===== src/rtl/common_pseudo_lru_tree_binwr_sets_pkg.sv =====
// Shared definitions for the multi-set binary-write tree PLRU.
// Default geometry localparams plus the tree helpers. The helpers operate on
// vectors sized for the largest supported tree (MAX_WAY_LOG2 levels). They
// take the real level count as an argument, so one set of functions serves
// every instance geometry. Only the low (ways-1) node bits and the low
// way_log2 result bits are meaningful.
package common_pseudo_lru_tree_binwr_sets_pkg;

  localparam int DEF_SET_COUNT_LOG2 = 2;
  localparam int DEF_WAY_COUNT_LOG2 = 2;
  localparam int WAYS  = 1 << DEF_WAY_COUNT_LOG2;
  localparam int NODES = WAYS - 1;
  localparam int SETS  = 1 << DEF_SET_COUNT_LOG2;

  localparam int MAX_WAY_LOG2 = 5;
  localparam int MAX_WAYS     = 1 << MAX_WAY_LOG2;
  localparam int MAX_NODES    = MAX_WAYS - 1;

  // Point every node on the root-to-leaf path of `way` away from it.
  // The way bits are consumed MSB first: a 0 bit steps left, a 1 bit steps right.
  function automatic logic [MAX_NODES-1:0] plru_touch(
    input logic [MAX_NODES-1:0]    tree,
    input logic [MAX_WAY_LOG2-1:0] way,
    input int                      wlog2
  );
    logic [MAX_NODES-1:0]    t;
    logic [MAX_WAY_LOG2-1:0] w;
    logic [MAX_WAY_LOG2-1:0] node;
    logic                    b;
    t    = tree;
    w    = way << (MAX_WAY_LOG2 - wlog2);
    node = '0;
    b    = 1'b0;
    for (int lvl = 0; lvl < MAX_WAY_LOG2; lvl++) begin
      if (lvl < wlog2) begin
        b       = w[MAX_WAY_LOG2-1];
        t[node] = ~b;
        node    = {node[MAX_WAY_LOG2-2:0], 1'b0} + MAX_WAY_LOG2'(1) + MAX_WAY_LOG2'(b);
        w       = w << 1;
      end
    end
    return t;
  endfunction

  // Follow the node bits from the root down to a leaf.
  function automatic logic [MAX_WAY_LOG2-1:0] plru_victim(
    input logic [MAX_NODES-1:0] tree,
    input int                   wlog2
  );
    logic [MAX_WAY_LOG2-1:0] v;
    logic [MAX_WAY_LOG2-1:0] node;
    logic                    b;
    v    = '0;
    node = '0;
    b    = 1'b0;
    for (int lvl = 0; lvl < MAX_WAY_LOG2; lvl++) begin
      if (lvl < wlog2) begin
        b    = tree[node];
        v    = {v[MAX_WAY_LOG2-2:0], b};
        node = {node[MAX_WAY_LOG2-2:0], 1'b0} + MAX_WAY_LOG2'(1) + MAX_WAY_LOG2'(b);
      end
    end
    return v;
  endfunction

  // Index of the lowest clear bit. Callers pad unused mask bits with ones.
  function automatic logic [MAX_WAY_LOG2-1:0] lowest_zero(input logic [MAX_WAYS-1:0] mask);
    logic [MAX_WAY_LOG2-1:0] idx;
    idx = '0;
    for (int i = MAX_WAYS - 1; i >= 0; i--) begin
      if (!mask[i]) idx = i[MAX_WAY_LOG2-1:0];
    end
    return idx;
  endfunction

endpackage


===== src/rtl/common_pseudo_lru_tree_node_path.sv =====
// Combinational PLRU tree path unit.
//   tree_in  : current (ways-1)-bit heap-ordered tree
//   way      : way to mark MRU
//   tree_out : tree_in with the path of `way` pointed away from it
//   victim   : leaf reached by walking tree_in from the root
module common_pseudo_lru_tree_node_path
  import common_pseudo_lru_tree_binwr_sets_pkg::*;
#(
  parameter int WAY_COUNT_LOG2 = 2
) (
  input  logic [(1<<WAY_COUNT_LOG2)-2:0] tree_in,
  input  logic [WAY_COUNT_LOG2-1:0]      way,
  output logic [(1<<WAY_COUNT_LOG2)-2:0] tree_out,
  output logic [WAY_COUNT_LOG2-1:0]      victim
);

  localparam int TN = (1 << WAY_COUNT_LOG2) - 1;

  logic [MAX_NODES-1:0]    t_ext, t_upd;
  logic [MAX_WAY_LOG2-1:0] v_ext;
  logic                    pad_unused;

  assign t_ext    = MAX_NODES'(tree_in);
  assign t_upd    = plru_touch(t_ext, MAX_WAY_LOG2'(way), WAY_COUNT_LOG2);
  assign v_ext    = plru_victim(t_ext, WAY_COUNT_LOG2);
  assign tree_out = t_upd[TN-1:0];
  assign victim   = v_ext[WAY_COUNT_LOG2-1:0];

  // The padding bits above the real tree never change; fold them away.
  assign pad_unused = ^{t_upd, v_ext};

endmodule


===== src/rtl/common_pseudo_lru_tree_binwr_sets.sv =====
// Multi-set tree pseudo-LRU replacement engine with binary way interface.
//   clk, reset       : clock, synchronous active-high reset
//   wen/wset/waddr   : touch way waddr of set wset (way becomes MRU)
//   qen/qset         : victim query of set qset, answered next cycle
//   qvalid_mask      : per-way valid bits; any invalid way wins the query
//   qalloc           : with qen, mark the returned victim MRU
//   qresp_valid/addr : registered victim response; addr holds when idle
module common_pseudo_lru_tree_binwr_sets
  import common_pseudo_lru_tree_binwr_sets_pkg::*;
#(
  parameter int SET_COUNT_LOG2 = 2,
  parameter int WAY_COUNT_LOG2 = 2
) (
  input  logic                                               clk,
  input  logic                                               reset,
  input  logic                                               wen,
  input  logic [(SET_COUNT_LOG2 > 0 ? SET_COUNT_LOG2 : 1)-1:0] wset,
  input  logic [WAY_COUNT_LOG2-1:0]                          waddr,
  input  logic                                               qen,
  input  logic [(SET_COUNT_LOG2 > 0 ? SET_COUNT_LOG2 : 1)-1:0] qset,
  input  logic [(1<<WAY_COUNT_LOG2)-1:0]                     qvalid_mask,
  input  logic                                               qalloc,
  output logic                                               qresp_valid,
  output logic [WAY_COUNT_LOG2-1:0]                          qresp_addr
);

  localparam int TW = 1 << WAY_COUNT_LOG2;
  localparam int TN = TW - 1;
  localparam int TS = 1 << SET_COUNT_LOG2;

  logic [TN-1:0] tree_q [TS];

  logic [TN-1:0]             q_tree, w_tree, w_next, a_base, a_next;
  logic [TN-1:0]             vict_tree_unused;
  logic [WAY_COUNT_LOG2-1:0] walk_victim, victim;
  logic [WAY_COUNT_LOG2-1:0] touch_vict_unused, alloc_vict_unused;
  logic [MAX_WAY_LOG2-1:0]   lz_ext;
  logic                      lz_unused;

  assign q_tree = tree_q[qset];
  assign w_tree = tree_q[wset];

  // Victim walk on the queried set; the update output is not needed here.
  common_pseudo_lru_tree_node_path #(.WAY_COUNT_LOG2(WAY_COUNT_LOG2)) u_vict (
    .tree_in (q_tree),
    .way     ('0),
    .tree_out(vict_tree_unused),
    .victim  (walk_victim)
  );

  // Ways beyond TW are padded as valid so they can never be picked.
  assign lz_ext    = lowest_zero(~MAX_WAYS'(~qvalid_mask));
  assign lz_unused = ^lz_ext;
  assign victim    = (&qvalid_mask) ? walk_victim : lz_ext[WAY_COUNT_LOG2-1:0];

  common_pseudo_lru_tree_node_path #(.WAY_COUNT_LOG2(WAY_COUNT_LOG2)) u_touch (
    .tree_in (w_tree),
    .way     (waddr),
    .tree_out(w_next),
    .victim  (touch_vict_unused)
  );

  // An alloc on the set being touched builds on the touched tree so the
  // alloc wins any shared path nodes.
  assign a_base = (wen && (wset == qset)) ? w_next : q_tree;

  common_pseudo_lru_tree_node_path #(.WAY_COUNT_LOG2(WAY_COUNT_LOG2)) u_alloc (
    .tree_in (a_base),
    .way     (victim),
    .tree_out(a_next),
    .victim  (alloc_vict_unused)
  );

  always_ff @(posedge clk) begin
    if (reset) begin
      for (int s = 0; s < TS; s++) tree_q[s] <= '0;
      qresp_valid <= 1'b0;
      qresp_addr  <= '0;
    end else begin
      if (wen) tree_q[wset] <= w_next;
      // Later assignment wins when both hit the same set; a_next already
      // contains the touch in that case.
      if (qen && qalloc) tree_q[qset] <= a_next;
      qresp_valid <= qen;
      if (qen) qresp_addr <= victim;
    end
  end

endmodule


===== config.mk =====
export PLATFORM = sky130hd
export DESIGN_NAME = common_pseudo_lru_tree_binwr_sets
export DESIGN_NICKNAME = d
export VERILOG_FILES = /design/src/rtl/common_pseudo_lru_tree_binwr_sets_pkg.sv /design/src/rtl/common_pseudo_lru_tree_node_path.sv /design/src/rtl/common_pseudo_lru_tree_binwr_sets.sv
export SDC_FILE = /design/constraint.sdc
export NUM_CORES = 1
export LEC_CHECK = 0
export ABC_CLOCK_PERIOD_IN_PS = 3220
export CORE_MARGIN = 10
export CORE_UTILIZATION = 35
export CTS_BUF_LIST = sky130_fd_sc_hd__clkbuf_4
export CTS_CLUSTER_SIZE = 30
export DETAILED_ROUTE_END_ITERATION = 8
export PLACE_DENSITY = 0.56
export SYNTH_ARGS = -nofsm -noshare
export SYNTH_HDL_FRONTEND = slang
export SYNTH_HIERARCHICAL = 1
export SYNTH_SLANG_ARGS = --single-unit

===== constraint.sdc =====
create_clock -name clk -period 3.22 [get_ports clk]
set_clock_uncertainty 0.15 [all_clocks]
set_input_delay 0.644 -clock clk [delete_from_list [all_inputs] [get_ports clk]]
set_output_delay 0.644 -clock clk [all_outputs]
set_load 0.02 [all_outputs]

==> summary.txt <==
Worst hold path
  • Hold/Removal Path Class: reg2reg

Place
  • Hpwl dp: 2180 um
  • I/O Buffers: 17
  • Cell Count Post-Placement: 147
  • Post-placement cell area: 1310 um2
  • Global placement routability congestion: 0.824

Floorplan
  • Placeable Area: 2830 um2
  • Height of the die: 75.0 um
  • Boundary pin count: 18
  • Floorplan die area: 5620 um2
  • Initial standard-cell utilization of the core: 37.4%
  • Width of the chip: 75.0 um
  • Floorplan row count: 19

Flow run
  • Number of max-cap violations: 0

Clock network
  • Number of buffers added by the clock tree synthesis step: 3
  • Quantity of hold-fixing buffers added after cts: 0
  • # clock sinks: 15
  • CTS tree: built
  • Clk Tree Root Cell: clkbuf_4
  • Clock-pin slew on the worst setup and hold paths: 0.10 ns
  • Number of buffers inserted by post-CTS setup repair: 0
  • Maximum count of clock buffers along a single path: 2
  • Worst-Skew Late Latency: 0.28 ns
  • H-tree depth: 1

Synthesis
  • Syn avg cell area: 11.2 um2
  • Synthesized net count: 109
  • Netlist area before placement: 1060 um2
  • Post-Synthesis Cells: 94
  • Number of synthesis warnings: 6

Critical path
  • Delay of the slowest critical-path stage: 0.59 ns
  • Register-to-register path setup slack: 0.78 ns
  • Worst path most repeated cell: nor2_1
  • Critical path fanouts, max: 6
  • CP Cell Sequence: clkdlybuf4s50_1 -> buf_4 -> mux4_1 -> nor2_1 -> a21oi_1 -> mux2_2 -> nor2_1 -> a21oi_2 -> a22o_2
  • Slowest cell on the critical path: mux4_1
  • Critical setup path kind: in2reg
  • Type of destination of the critical path: register
  • Crit path launch type: primary input
  • Worst path top cell family by delay: multiplexers
  • Worst Path Required: 3.10 ns
  • WP buf/inv: 2
  • Critical path data arrival time: 2.91 ns

Routing
  • Number of iterations in the first detailed-routing pass: 4
  • Detailed-route wire length per cell: 17.5 um
  • DR iter-0 viols: 40
  • Antenna viol nets, final: 0
  • Vias per cell: 5.58
  • Detailed Route WL: 2650 um
  • Via total after detailed routing: 843
  • Detailed-route DRC error count: 0

STA
  • Remaining max-slew budget at the tightest pin: 65.7%
  • Final setup fails: 0
  • Fin Hold WS: 0.326 ns
  • Fraction of the cycle the final worst path needs: 94.2%
  • Slew of the pin with the lowest slew margin: 0.514 ns
  • Setup repair after global routing missed its margin: false
  • Fin crit period: 3.03 ns
  • Timing-limited maximum frequency: 0.330 GHz
  • Number of pins with negative max-slew slack in the final report: 0
  • Number of hold-slack violations in the final timing report: 0

Final layout
  • Area occupied by registers: 420 um2
  • Multi-input logic area: 577 um2
  • Area growth from synthesis to layout: 26.9%
  • Proportion of layout cells with a drive suffix above 1: 25.0%
  • Final standard cell count with taps included and fillers excluded: 151
  • Final antenna diode count: 0
  • Final Net Count: 136
  • Post-route design area: 1340 um2
  • Fill cell count: 265

Global routing
  • Total gr overflow: 0
  • First-pass GRT wire length: 4320 um
  • Global-route usage over all layers: 10.1%
  • Maximum number of pins on one net before global-route repair: 15
  • Number of antenna violations at the first check in global routing: 0
  • Number of global-route vias before repair: 862

Power
  • Highest ir drop seen on vdd: 134 uV
  • PD cells: 338 nW/um2
  • Leakage component of the power: 0.528 nW

Status
  • Outcome: complete, no violations
[final timing paths]
| check | start | to | cells after the start |
|---|---|---|---|
| setup / recovery | wset[0] | tree_q[0][2] | 9 |
| hold / removal | qresp_addr[1] | qresp_addr[1] | 2 |
| setup reg to reg | tree_q[1][1] | tree_q[0][1] | 8 |
| hold reg to reg | qresp_addr[1] | qresp_addr[1] | 2 |
[registers in the layout, summed over array words and instances (netlist names)]
register	cells
tree_q	12
qresp_valid	1
qresp_addr	2
[per-stage QoR]
| stage | power, mW | TNS (ns) | utilization [%] | setup WS, ns |
|---|---|---|---|---|
| floorplan | 0.301 | 0 | - | 0.509 |
| global placement | 0.351 | -0.692 | 46.2 | -0.190 |
| detailed placement | 0.352 | -1.00 | 46.2 | -0.230 |
| CTS | 0.457 | 0 | 47.2 | 0.0632 |
| global route | 0.480 | 0 | 47.4 | 0.0814 |
| finish | 0.454 | 0 | 47.4 | 0.188 |
[area by class of cell]
type / instances / share of cell area [%]
well taps: 31 / 2.89
clock buffers: 3 / 1.68
flip-flops and latches: 15 / 31.3
multi-input cells: 66 / 43.0
clock inverters: 1 / 0.373
inverters: 8 / 2.24
repair buffers: 27 / 18.5
[layout by cell type, fill, tap and decap left out, drive strengths merged]
cell type and n:
or3b 3, a311o 2, dlymetal6s2s 1, a21boi 1
mux2i 6, a21oi 5, and4bb 1, clkdlybuf4s50 16
a31oi 1, nor2b 1, inv 8, clkinv 1
edfxtp 12, nand3 1, nand2b 2, mux4 5
xnor2 2, clkbuf 3, and2b 2, nand3b 2
nand4bb 1, a22o 6, mux2 3, nand2 9
buf 10, nor2 8, o41ai 1, or4b 1
dfxtp 3, o21ba 2, or3 1
[routing by layer]
metal,vias up,track usage (%),wire [um]
li1,404,-,-
met1,399,12.4,1050
met2,30,16.1,1320
met3,10,2.10,155
met4,0,5.67,113
met5,-,0,0
[worst min-delay path: stages (launching register included)]
cell	delay, ns
dfxtp_1	0.33
nand2_1	0.06
a21oi_1	0.05
[power by group]
group	total, mW	internal (mW)	switching (mW)
Combinational	0.120	0.0650	0.0551
Clock	0.105	0.0460	0.0589
Sequential	0.229	0.223	0.00590
[what timing repair did]
action                                  CTS  global route
gates resized for setup                   0             2
endpoints found under the hold margin     0             0
endpoints found under the setup margin    0             6
(Power assumes the default switching activity.)
